$ cat config.mk
export PLATFORM = sky130hd
export DESIGN_NAME = fetch_unit
export DESIGN_NICKNAME = d
export VERILOG_FILES = /design/src/rtl/fetch_unit_pkg.sv /design/src/rtl/inst_queue.sv /design/src/rtl/fetch_unit.sv
export SDC_FILE = /design/constraint.sdc
export NUM_CORES = 1
export LEC_CHECK = 0
export ABC_AREA = 1
export ABC_CLOCK_PERIOD_IN_PS = 15150
export BUFFER_PORTS_ARGS = -buffer_cell sky130_fd_sc_hd__buf_2
export CORE_ASPECT_RATIO = 1.5
export CORE_UTILIZATION = 47
export DETAILED_ROUTE_END_ITERATION = 6
export GPL_ROUTABILITY_DRIVEN = 0
export HOLD_SLACK_MARGIN = 0.05
export PLACE_DENSITY_LB_ADDON = 0.08
export SLEW_MARGIN = 20
export SYNTH_ARGS = -nofsm -noshare
export SYNTH_HDL_FRONTEND = slang
export SYNTH_SLANG_ARGS = --single-unit
$ cat constraint.sdc
create_clock -name clock -period 15.15 [get_ports clock]
set_clock_uncertainty 0.2 [all_clocks]
set_input_delay 4.545 -clock clock [delete_from_list [all_inputs] [get_ports clock]]
set_output_delay 4.545 -clock clock [all_outputs]
set_load 0.01 [all_outputs]
$ cat src/rtl/fetch_unit_pkg.sv
// Shared types and constants for the instruction fetch stage.
// XLEN matches the core datapath; iq_entry_t is one queued instruction with its PC.
package fetch_unit_pkg;

  localparam int XLEN             = 32;
  localparam int IQ_DEPTH_DEFAULT = 8;

  typedef struct packed {
    logic [31:0]     inst;
    logic [XLEN-1:0] pc;
  } iq_entry_t;

  function automatic logic [XLEN-1:0] word_align(input logic [XLEN-1:0] addr);
    return {addr[XLEN-1:2], 2'b00};
  endfunction

endpackage

$ cat src/rtl/inst_queue.sv
// Circular instruction FIFO: 0-2 pushes and 0-1 pop per cycle, synchronous flush.
// Head entry is read combinationally; the caller guarantees push_cnt_i never exceeds free space.
module inst_queue
  import fetch_unit_pkg::*;
#(
  parameter int DEPTH = IQ_DEPTH_DEFAULT
) (
  input  logic                     clk_i,
  input  logic                     rst_i,
  input  logic                     flush_i,
  input  logic [1:0]               push_cnt_i,
  input  iq_entry_t                push0_dat_i,
  input  iq_entry_t                push1_dat_i,
  input  logic                     pop_i,
  output iq_entry_t                head_dat_o,
  output logic [$clog2(DEPTH):0]   count_o
);

  localparam int PW = $clog2(DEPTH);

  iq_entry_t         mem_q [DEPTH];
  logic [PW-1:0]     head_q, head_d;
  logic [PW-1:0]     tail_q, tail_d;
  logic [PW-1:0]     tail_p1;
  logic [PW:0]       count_q, count_d;
  logic              wr_en;

  // Pointers are exactly log2(DEPTH) bits, so +1 wraps for free.
  assign tail_p1 = tail_q + PW'(1);
  assign wr_en   = !rst_i && !flush_i;

  always_comb begin
    head_d  = head_q + PW'(pop_i);
    tail_d  = tail_q + PW'(push_cnt_i);
    count_d = count_q + (PW+1)'(push_cnt_i) - (PW+1)'(pop_i);
  end

  always_ff @(posedge clk_i) begin
    if (rst_i || flush_i) begin
      head_q  <= '0;
      tail_q  <= '0;
      count_q <= '0;
    end else begin
      head_q  <= head_d;
      tail_q  <= tail_d;
      count_q <= count_d;
    end
  end

  // A 2-wide push at tail = DEPTH-1 lands in the last slot and slot 0.
  always_ff @(posedge clk_i) begin
    if (wr_en && (push_cnt_i != 2'd0)) begin
      mem_q[tail_q] <= push0_dat_i;
    end
    if (wr_en && (push_cnt_i == 2'd2)) begin
      mem_q[tail_p1] <= push1_dat_i;
    end
  end

  assign head_dat_o = mem_q[head_q];
  assign count_o    = count_q;

endmodule

$ cat src/rtl/fetch_unit.sv
// Fetch stage: holds the PC, splits 64-bit icache lines into 1-2 instructions, queues them for decode.
// Hit-to-decode latency 1 cycle; fetch stalls with PC held on a miss or a full queue; redirect flushes.
module fetch_unit
  import fetch_unit_pkg::*;
#(
  parameter int              IQ_DEPTH = IQ_DEPTH_DEFAULT,
  parameter logic [XLEN-1:0] RESET_PC = '0
) (
  input  logic                        clock,
  input  logic                        reset,
  input  logic [63:0]                 Icache_data_out,
  input  logic                        Icache_valid_out,
  input  logic                        redirect_valid,
  input  logic [XLEN-1:0]             redirect_pc,
  input  logic                        dec_ready,
  output logic [XLEN-1:0]             proc2Icache_addr,
  output logic                        if_valid,
  output logic [31:0]                 if_inst,
  output logic [XLEN-1:0]             if_pc,
  output logic [XLEN-1:0]             if_npc,
  output logic [$clog2(IQ_DEPTH):0]   iq_count
);

  localparam int CW = $clog2(IQ_DEPTH) + 1;

  logic [XLEN-1:0] pc_q, pc_d;
  logic [CW-1:0]   free;
  logic [1:0]      push_cnt;
  iq_entry_t       push0_dat, push1_dat, head_dat;
  logic            pop;
  logic [1:0]      unused_redirect_lsbs;

  assign unused_redirect_lsbs = redirect_pc[1:0];

  // Free space uses the registered count only; a same-cycle pop never makes room.
  assign free = CW'(IQ_DEPTH) - iq_count;

  always_comb begin
    push_cnt       = 2'd0;
    push0_dat.inst = Icache_data_out[31:0];
    push0_dat.pc   = pc_q;
    push1_dat.inst = Icache_data_out[63:32];
    push1_dat.pc   = pc_q + XLEN'(4);
    if (Icache_valid_out && !redirect_valid) begin
      if (!pc_q[2]) begin
        if (free >= CW'(2)) begin
          push_cnt = 2'd2;
        end else if (free == CW'(1)) begin
          push_cnt = 2'd1;
        end
      end else begin
        push0_dat.inst = Icache_data_out[63:32];
        if (free != '0) begin
          push_cnt = 2'd1;
        end
      end
    end
  end

  always_comb begin
    if (redirect_valid) begin
      pc_d = word_align(redirect_pc);
    end else begin
      pc_d = pc_q + XLEN'({push_cnt, 2'b00});
    end
  end

  always_ff @(posedge clock) begin
    if (reset) begin
      pc_q <= RESET_PC;
    end else begin
      pc_q <= pc_d;
    end
  end

  assign if_valid = (iq_count != '0) && !redirect_valid;
  assign pop      = if_valid && dec_ready;

  inst_queue #(
    .DEPTH (IQ_DEPTH)
  ) u_iq (
    .clk_i       (clock),
    .rst_i       (reset),
    .flush_i     (redirect_valid),
    .push_cnt_i  (push_cnt),
    .push0_dat_i (push0_dat),
    .push1_dat_i (push1_dat),
    .pop_i       (pop),
    .head_dat_o  (head_dat),
    .count_o     (iq_count)
  );

  assign proc2Icache_addr = pc_q;
  assign if_inst          = head_dat.inst;
  assign if_pc            = head_dat.pc;
  assign if_npc           = head_dat.pc + XLEN'(4);

endmodule

==> metrics, run 1 <==
synthesized instance count 3305; worst setup margin 5301 ps; Peak VDD IR 0.00008868 V; synthesized cell area 28190 sq um; post-CTS sizing 0; Setup TNS 0 ps; Setup Fix Bufs, Post-CTS 0; Placed Cells around 4000; max cap viols 0; non-filler cells, final about 4000; Peak Freq ~100 MHz; Buf/Inv on CP 2; Num Clock Sinks 536; Fin Hold WS approximately 390 ps; Slowest cell on crit path buf_2; fin crit share about 65%; Core Region approximately 59000 sq um; Most common cell on crit path buf_2; sequential share of the synthesized area ~56%; vias in the first global route between 20000 and 25000; relative slew slack roughly 20%; dpl hpwl 51.77 mm; Reg clk slew, reported paths 60 ps; CTS tree done; RR Startpoint u_iq.count_o[1]$_SDFF_PP0_; vias per cell 5.639; DRT antenna net count 0; global-route wire length before repair 132.0 mm; slew at the pin closest to its max-slew limit 1201 ps; initial antenna violation count 0; # rows roughly 110; Max clock buf depth 3; Worst-Skew Late Latency 620 ps; share of cells above drive strength 1 about an eighth; die area 60980 sq um; wire length per cell 21.30 microns; Syn Area/Cell about 8.5 sq um; Layout area overhead 9.672%; Post-synth top flop edfxtp_1; Critical Path Max Stage Delay approximately 200 ps; Tightest Hold Check Type flop to flop; Yosys reg bits 536; total power between 3 and 4 mW; reg2reg setup slack ~11000 ps; CP Max Fanout 14; EDFF count, synth 496; Final Max Slew Viols 0; commonest non-fill, non-tap cell in the layout nand2_1; Starting Density a little under half; Worst setup SP type input port; 1st-pass router iterations 7; # IOs around 230; failing checks DRC; final layout net count approximately 3400; largest net degree at the start of global routing about 190; Hold Vio Cnt, Final 0; pwr/cell area approximately 110 nW/um^2; CP cell instances buf_2 -> a21oi_1 -> buf_2; DRC viols 5; CTS buffer count between 50 and 60; HP Start u_iq.tail_q[2]$_SDFF_PP0_; Root Buffer clkbuf_16; total vias in the final route approximately 23000; Iteration-0 DRC Markers approximately 1700; CP top delay family buffers and inverters; Yosys warnings 0; worst hold stages 2; Data required, critical path around 10000 ps; grt ovf 0; Reg2Reg Depth 16; CP Class input port to output port; outcome finished, violations left; Arr. time, crit path 5100 ps; Hold Path Sink u_iq.tail_q[2]$_SDFF_PP0_; Die Y ~300 microns; antenna cells 0; pre-CTS WS roughly 5300 ps; Post-synth ARST share 0%; Tmin final a little under 10000 ps; Synth cell types 40; most frequent cells in the layout nand2_1 (701), o21ai_0 (608), nor2_1 (522); Chip Width 202.0 microns; hold buffers post-CTS 0; RSZ-0062 raised after global routing false; Lkg Pwr about 12 nW; CP Capture Type output port; total track usage between 20% and 30%; # H-tree levels 2; number of port buffers around 230; final WL 87.57 mm; Final setup viols 0; Critical R2R Capture u_iq.mem_q[0][21]$_DFFE_PP_
-- synth_stat cells (2+ instances only) --
cell / number / area share (%)
a21oi_1: 5 / 0.089
a31oi_1: 35 / 0.78
and2_1: 3 / 0.067
buf_1: 9 / 0.12
buf_2: 66 / 1.2
buf_4: 13 / 0.35
buf_6: 9 / 0.36
clkbuf_1: 235 / 3.1
clkinv_1: 3 / 0.040
dfxtp_1: 40 / 2.8
edfxtp_1: 496 / 53
fa_1: 2 / 0.14
ha_1: 17 / 0.75
inv_1: 185 / 2.5
inv_2: 15 / 0.20
nand2_1: 705 / 9.4
nand2_2: 3 / 0.067
nand3_1: 49 / 0.87
nand3b_1: 3 / 0.080
nand4_1: 16 / 0.36
nor2_1: 522 / 7.0
nor2_2: 14 / 0.31
nor2_4: 2 / 0.080
nor3_1: 9 / 0.16
nor3_2: 3 / 0.11
nor4_1: 5 / 0.11
o211ai_1: 3 / 0.080
o211ai_2: 2 / 0.089
o21ai_0: 616 / 11
o21ai_1: 105 / 1.9
o21ai_2: 22 / 0.68
o22ai_1: 39 / 0.87
or2_2: 3 / 0.067
xnor2_1: 6 / 0.19
xor2_1: 40 / 1.2
-- worst max-delay path by stage --
stage,start,cells past startpoint,slack (ps),to
6_report,redirect_valid,3,5300,if_valid
5_1_grt,redirect_valid,3,5250,if_valid
4_1_cts,redirect_valid,3,5300,if_valid
3_5_place_dp,redirect_valid,3,5300,if_valid
3_3_place_gp,redirect_valid,3,5290,if_valid
2_1_floorplan,redirect_valid,8,4590,u_iq.mem_q[0][10]$_DFFE_PP_
-- registers in the layout, summed over array words and instances (netlist names) --
name / flops
proc2Icache_addr: 30
u_iq.head_q: 3
u_iq.mem_q: 496
u_iq.tail_q: 3
u_iq.count_o: 4
-- report_power, final --
part,internal [mW],switching [mW],leakage (nW),total (mW)
sequential,1.65,0.0370,4.83,1.69
combinational,0.107,0.219,6.74,0.326
clock,0.716,0.574,0.817,1.29
total,2.47,0.830,12.4,3.30
-- through the flow --
| stage | area, sq um | utilization, % |
|---|---|---|
| 6_report | 30910 | 52.35 |
| 5_1_grt | 30910 | 52.35 |
| 4_1_cts | 30910 | 52.34 |
| 3_5_place_dp | 29250 | 49.53 |
| 3_3_place_gp | 29250 | 49.53 |
| 2_1_floorplan | 28210 | - |
-- final cells by class --
cell class,count,area (sq um)
clock buffer,67,1421
clock inverter,32,240.2
fill,5461,28140
inverter,203,770.7
multi-input combinational,2239,10420
sequential,536,15700
tap,777,972.2
timing repair buffer,257,1383
-- metal layers --
layer	routed length (microns)	global-route usage, %	vias up
met3	5321	3.825	242
met5	0	0	-
met1	33080	32.73	11059
met4	4583	14.94	0
li1	-	-	10996
met2	44580	51.80	883
-- kinds of logic (layout without fill, tap and decap cells) --
| family | after synthesis | count (layout) | synth area share [%] |
|---|---|---|---|
| xor gates and xnor gates | 46 | 46 | 1.429 |
| and+or+nand+nor | 1338 | 1338 | 18.65 |
| adders and majority gates | 19 | 19 | 0.8967 |
| other | 1 | 6 | 0.01330 |
| AOI/OAI and AO/OA | 830 | 830 | 15.50 |
| DFF | 536 | 536 | 55.68 |
| buffers and inverters | 535 | 559 | 7.830 |
-- worst min-delay path: stages (launching register included) --
cell and delay [ps]:
dfxtp_1 360, xnor2_1 150, nor2_1 40
No activity file was read; power rests on OpenSTA's default activity.
==> run 2: changes to the inputs <==
- ABC_AREA: 1 -> 0
- ABC_CLOCK_PERIOD_IN_PS: 15150 -> 9800
- clock period: 15.15 -> 9.8 ns (I/O delays scaled with it)
==> run 2 against run 1 <==
Effect of this change:
- worst hold slack improved by 54 ps
- largest power group unchanged
- global-route usage decreased by 3.7 points
- total power increased by 52%
- sequential power increased by 54%
- die area decreased by 3.3%
- register-to-register slack got worse by 4800 ps
- the flow now finishes without violations
- first-iteration DRC count decreased by 50%
- cell area decreased by 1.8%
- via count decreased by 32%
==> metrics, run 2 <==
most frequent cells in the layout edfxtp_1 (496), mux2_2 (312), buf_2 (225); DRT antenna net count 0; Setup TNS 0 ps; RR Startpoint proc2Icache_addr[3]$_SDFF_PP0_; fin crit share around four fifths; Placed Cells between 2000 and 3000; final WL between 70 and 80 mm; pwr/cell area around 170 nW/um^2; post-route cell area 30360 sq um; part of the power in registers between 50% and 60%; hold buffers post-CTS 0; Synth area leader edfxtp_1; commonest non-fill, non-tap cell in the layout edfxtp_1; synthesized instance count around 1900; Largest register FFs 496; EDFF count, synth 496; Reg clk slew, reported paths about 70 ps; # H-tree levels 2; Post-synth ARST share 0%; Synth cell types 65; met2 WL around 39 mm; total power between 5 and 6 mW; Post-synth top flop edfxtp_1; Syn Area/Cell roughly 15 sq um; DRC viols 0; Lkg Pwr between 10 and 15 nW; die area about 60000 sq um; RSZ-0062 raised after global routing false; grt ovf 0; initial antenna violation count 5; HP Start proc2Icache_addr[29]$_SDFF_PP0_; wire length per cell about 26 microns; global-route wire length before repair ~110 mm; vias in the first global route between 15000 and 20000; post-CTS sizing 0; share of the synthesized area in the top cell type between 50 and 60%; Worst setup SP type flop; synthesized cell area about 27000 sq um; CP Class flop to output port; final layout net count 2067; Tightest Hold Check Type flop to flop; Chip Width roughly 200 microns; CTS buffer count between 50 and 60; Num Clock Sinks ~540; Setup Fix Bufs, Post-CTS 0; Biggest register u_iq.mem_q; clock share of power 39.2%; Hold Vio Cnt, Final 0; Yosys reg bits around 540; M1 wire length 28.53 mm; share of cells above drive strength 1 40.08%; sequential share of the synthesized area between 50% and 60%; Tmin final 7795 ps; 1st-pass router iterations 5; dpl hpwl 44.26 mm; Die Y 296.8 microns; Final Max Slew Viols 0; crit path from u_iq.head_q[1]$_SDFF_PP0_; non-filler cells, final 2758; Peak VDD IR about 0.00012 V; relative slew slack around a quarter; CP Max Fanout 55; switching share of total power a little under a quarter; worst setup margin around 2000 ps; slew at the pin closest to its max-slew limit approximately 1100 ps; # IOs roughly 230; Sw Pwr between 1 and 1.5 mW; pre-CTS WS between 2000 and 3000 ps; highest metal used met5; post-synthesis adder-cell area fraction less than 1%; max cap viols 0; Worst-Skew Late Latency around 600 ps; Root Buffer clkbuf_16; # rows between 100 and 150; Synth Area in Simple Gates under 10%; number of port buffers between 200 and 250; Synth Area in XOR/XNOR 4.663%; Yosys warnings 0; largest net degree at the start of global routing 63; most common cell in the synthesized netlist edfxtp_1; largest family of logic cells by synthesized area multiplexers; Final setup viols 0; total vias in the final route 15775; total track usage between 20% and 30%; CP Capture Type output port; outcome complete, no violations; top cells by area, synth edfxtp_1 (55%), mux2_2 (13%), mux4_2 (9.3%); Synth Area in Compound Gates roughly 2.8%; Layout area overhead 11.46%; Area after DPL around 29000 sq um; Met3 Wirelength between 2 and 3 mm; Comb pwr share 8.9%; Data required, critical path approximately 6700 ps; Core Region around 57000 sq um; CTS tree done; Max clock buf depth 3; multiplexer area fraction after synthesis between 20% and 30%; internal power ~3.8 mW; Arr. time, crit path approximately 4700 ps; vias per cell roughly 5.7; Starting Density a little under half; most frequent cells after synthesis edfxtp_1 (496), mux2_2 (312), clkbuf_1 (184); Peak Freq ~130 MHz; Iteration-0 DRC Markers between 800 and 900
-- run 2: cell types whose count changed after synthesis, sizes merged, moves of 37 or more --
cell,previous run,this run
clkbuf,235,184
inv,200,35
mux4,0,124
o21ai,743,30
xnor2,6,45
nand2,708,77
mux2,0,312
o22ai,39,2
xor2,40,100
nor2,538,142
-- run 2: layout make-up --
type / instances / area [sq um]
antenna: 4 / 10.01
clock buffer: 72 / 1449
clock inverter: 26 / 190.2
fill: 4880 / 26680
inverter: 37 / 138.9
multi-input combinational: 1058 / 10470
sequential: 536 / 15710
tap: 763 / 954.7
timing repair buffer: 262 / 1441
-- run 2: worst paths after layout --
path,cells past startpoint,end,slack [ps]
max,9,if_npc[31],2000
min,0,u_iq.mem_q[4][29]$_DFFE_PP_,440
max reg2reg,8,u_iq.mem_q[4][28]$_DFFE_PP_,5760
min reg2reg,0,u_iq.mem_q[4][29]$_DFFE_PP_,440
-- run 2: cell families after synthesis --
kind of cell / Yosys count
AO/OA/AOI/OAI: 110
XOR/XNOR: 145
adder cells (fa/ha/maj): 19
buffers and inverters: 289
flip-flops: 536
multiplexers: 450
other: 1
AND/OR/NAND/NOR: 328
-- run 2: through the flow --
stage / hold WS, ps / utilization (%)
after floorplan: 352.3 / -
after global placement: 418.6 / 50.34
after detailed placement: 438.4 / 50.34
after CTS: 448.6 / 53.21
after global routing: 474.0 / 53.21
final: 443.4 / 53.23
-- run 2: per-layer routing --
| layer | track usage, % | up-vias |
|---|---|---|
| li1 | - | 7122 |
| met1 | 30.05 | 8170 |
| met2 | 45.27 | 388 |
| met3 | 3.134 | 93 |
| met4 | 8.004 | 2 |
| met5 | 0 | - |
-- run 2: power groups by stage --
stage / Combinational, mW / Sequential, mW / Clock, mW
6_report: 0.447 / 2.60 / 1.97
3_5_place_dp: 0.452 / 2.65 / 0
3_3_place_gp: 0.441 / 2.64 / 0
5_1_grt: 0.488 / 2.60 / 2.08
2_1_floorplan: 0.330 / 2.62 / 0
4_1_cts: 0.454 / 2.60 / 2.01
-- run 2: critical path, cell delays in order (launching register included) --
cell,delay (ps)
dfxtp_4,710
buf_4,810
mux4_2,400
nand2_1,70
o22a_2,300
or3_1,530
or2_1,560
nor3_2,310
xor2_1,170
buf_2,150
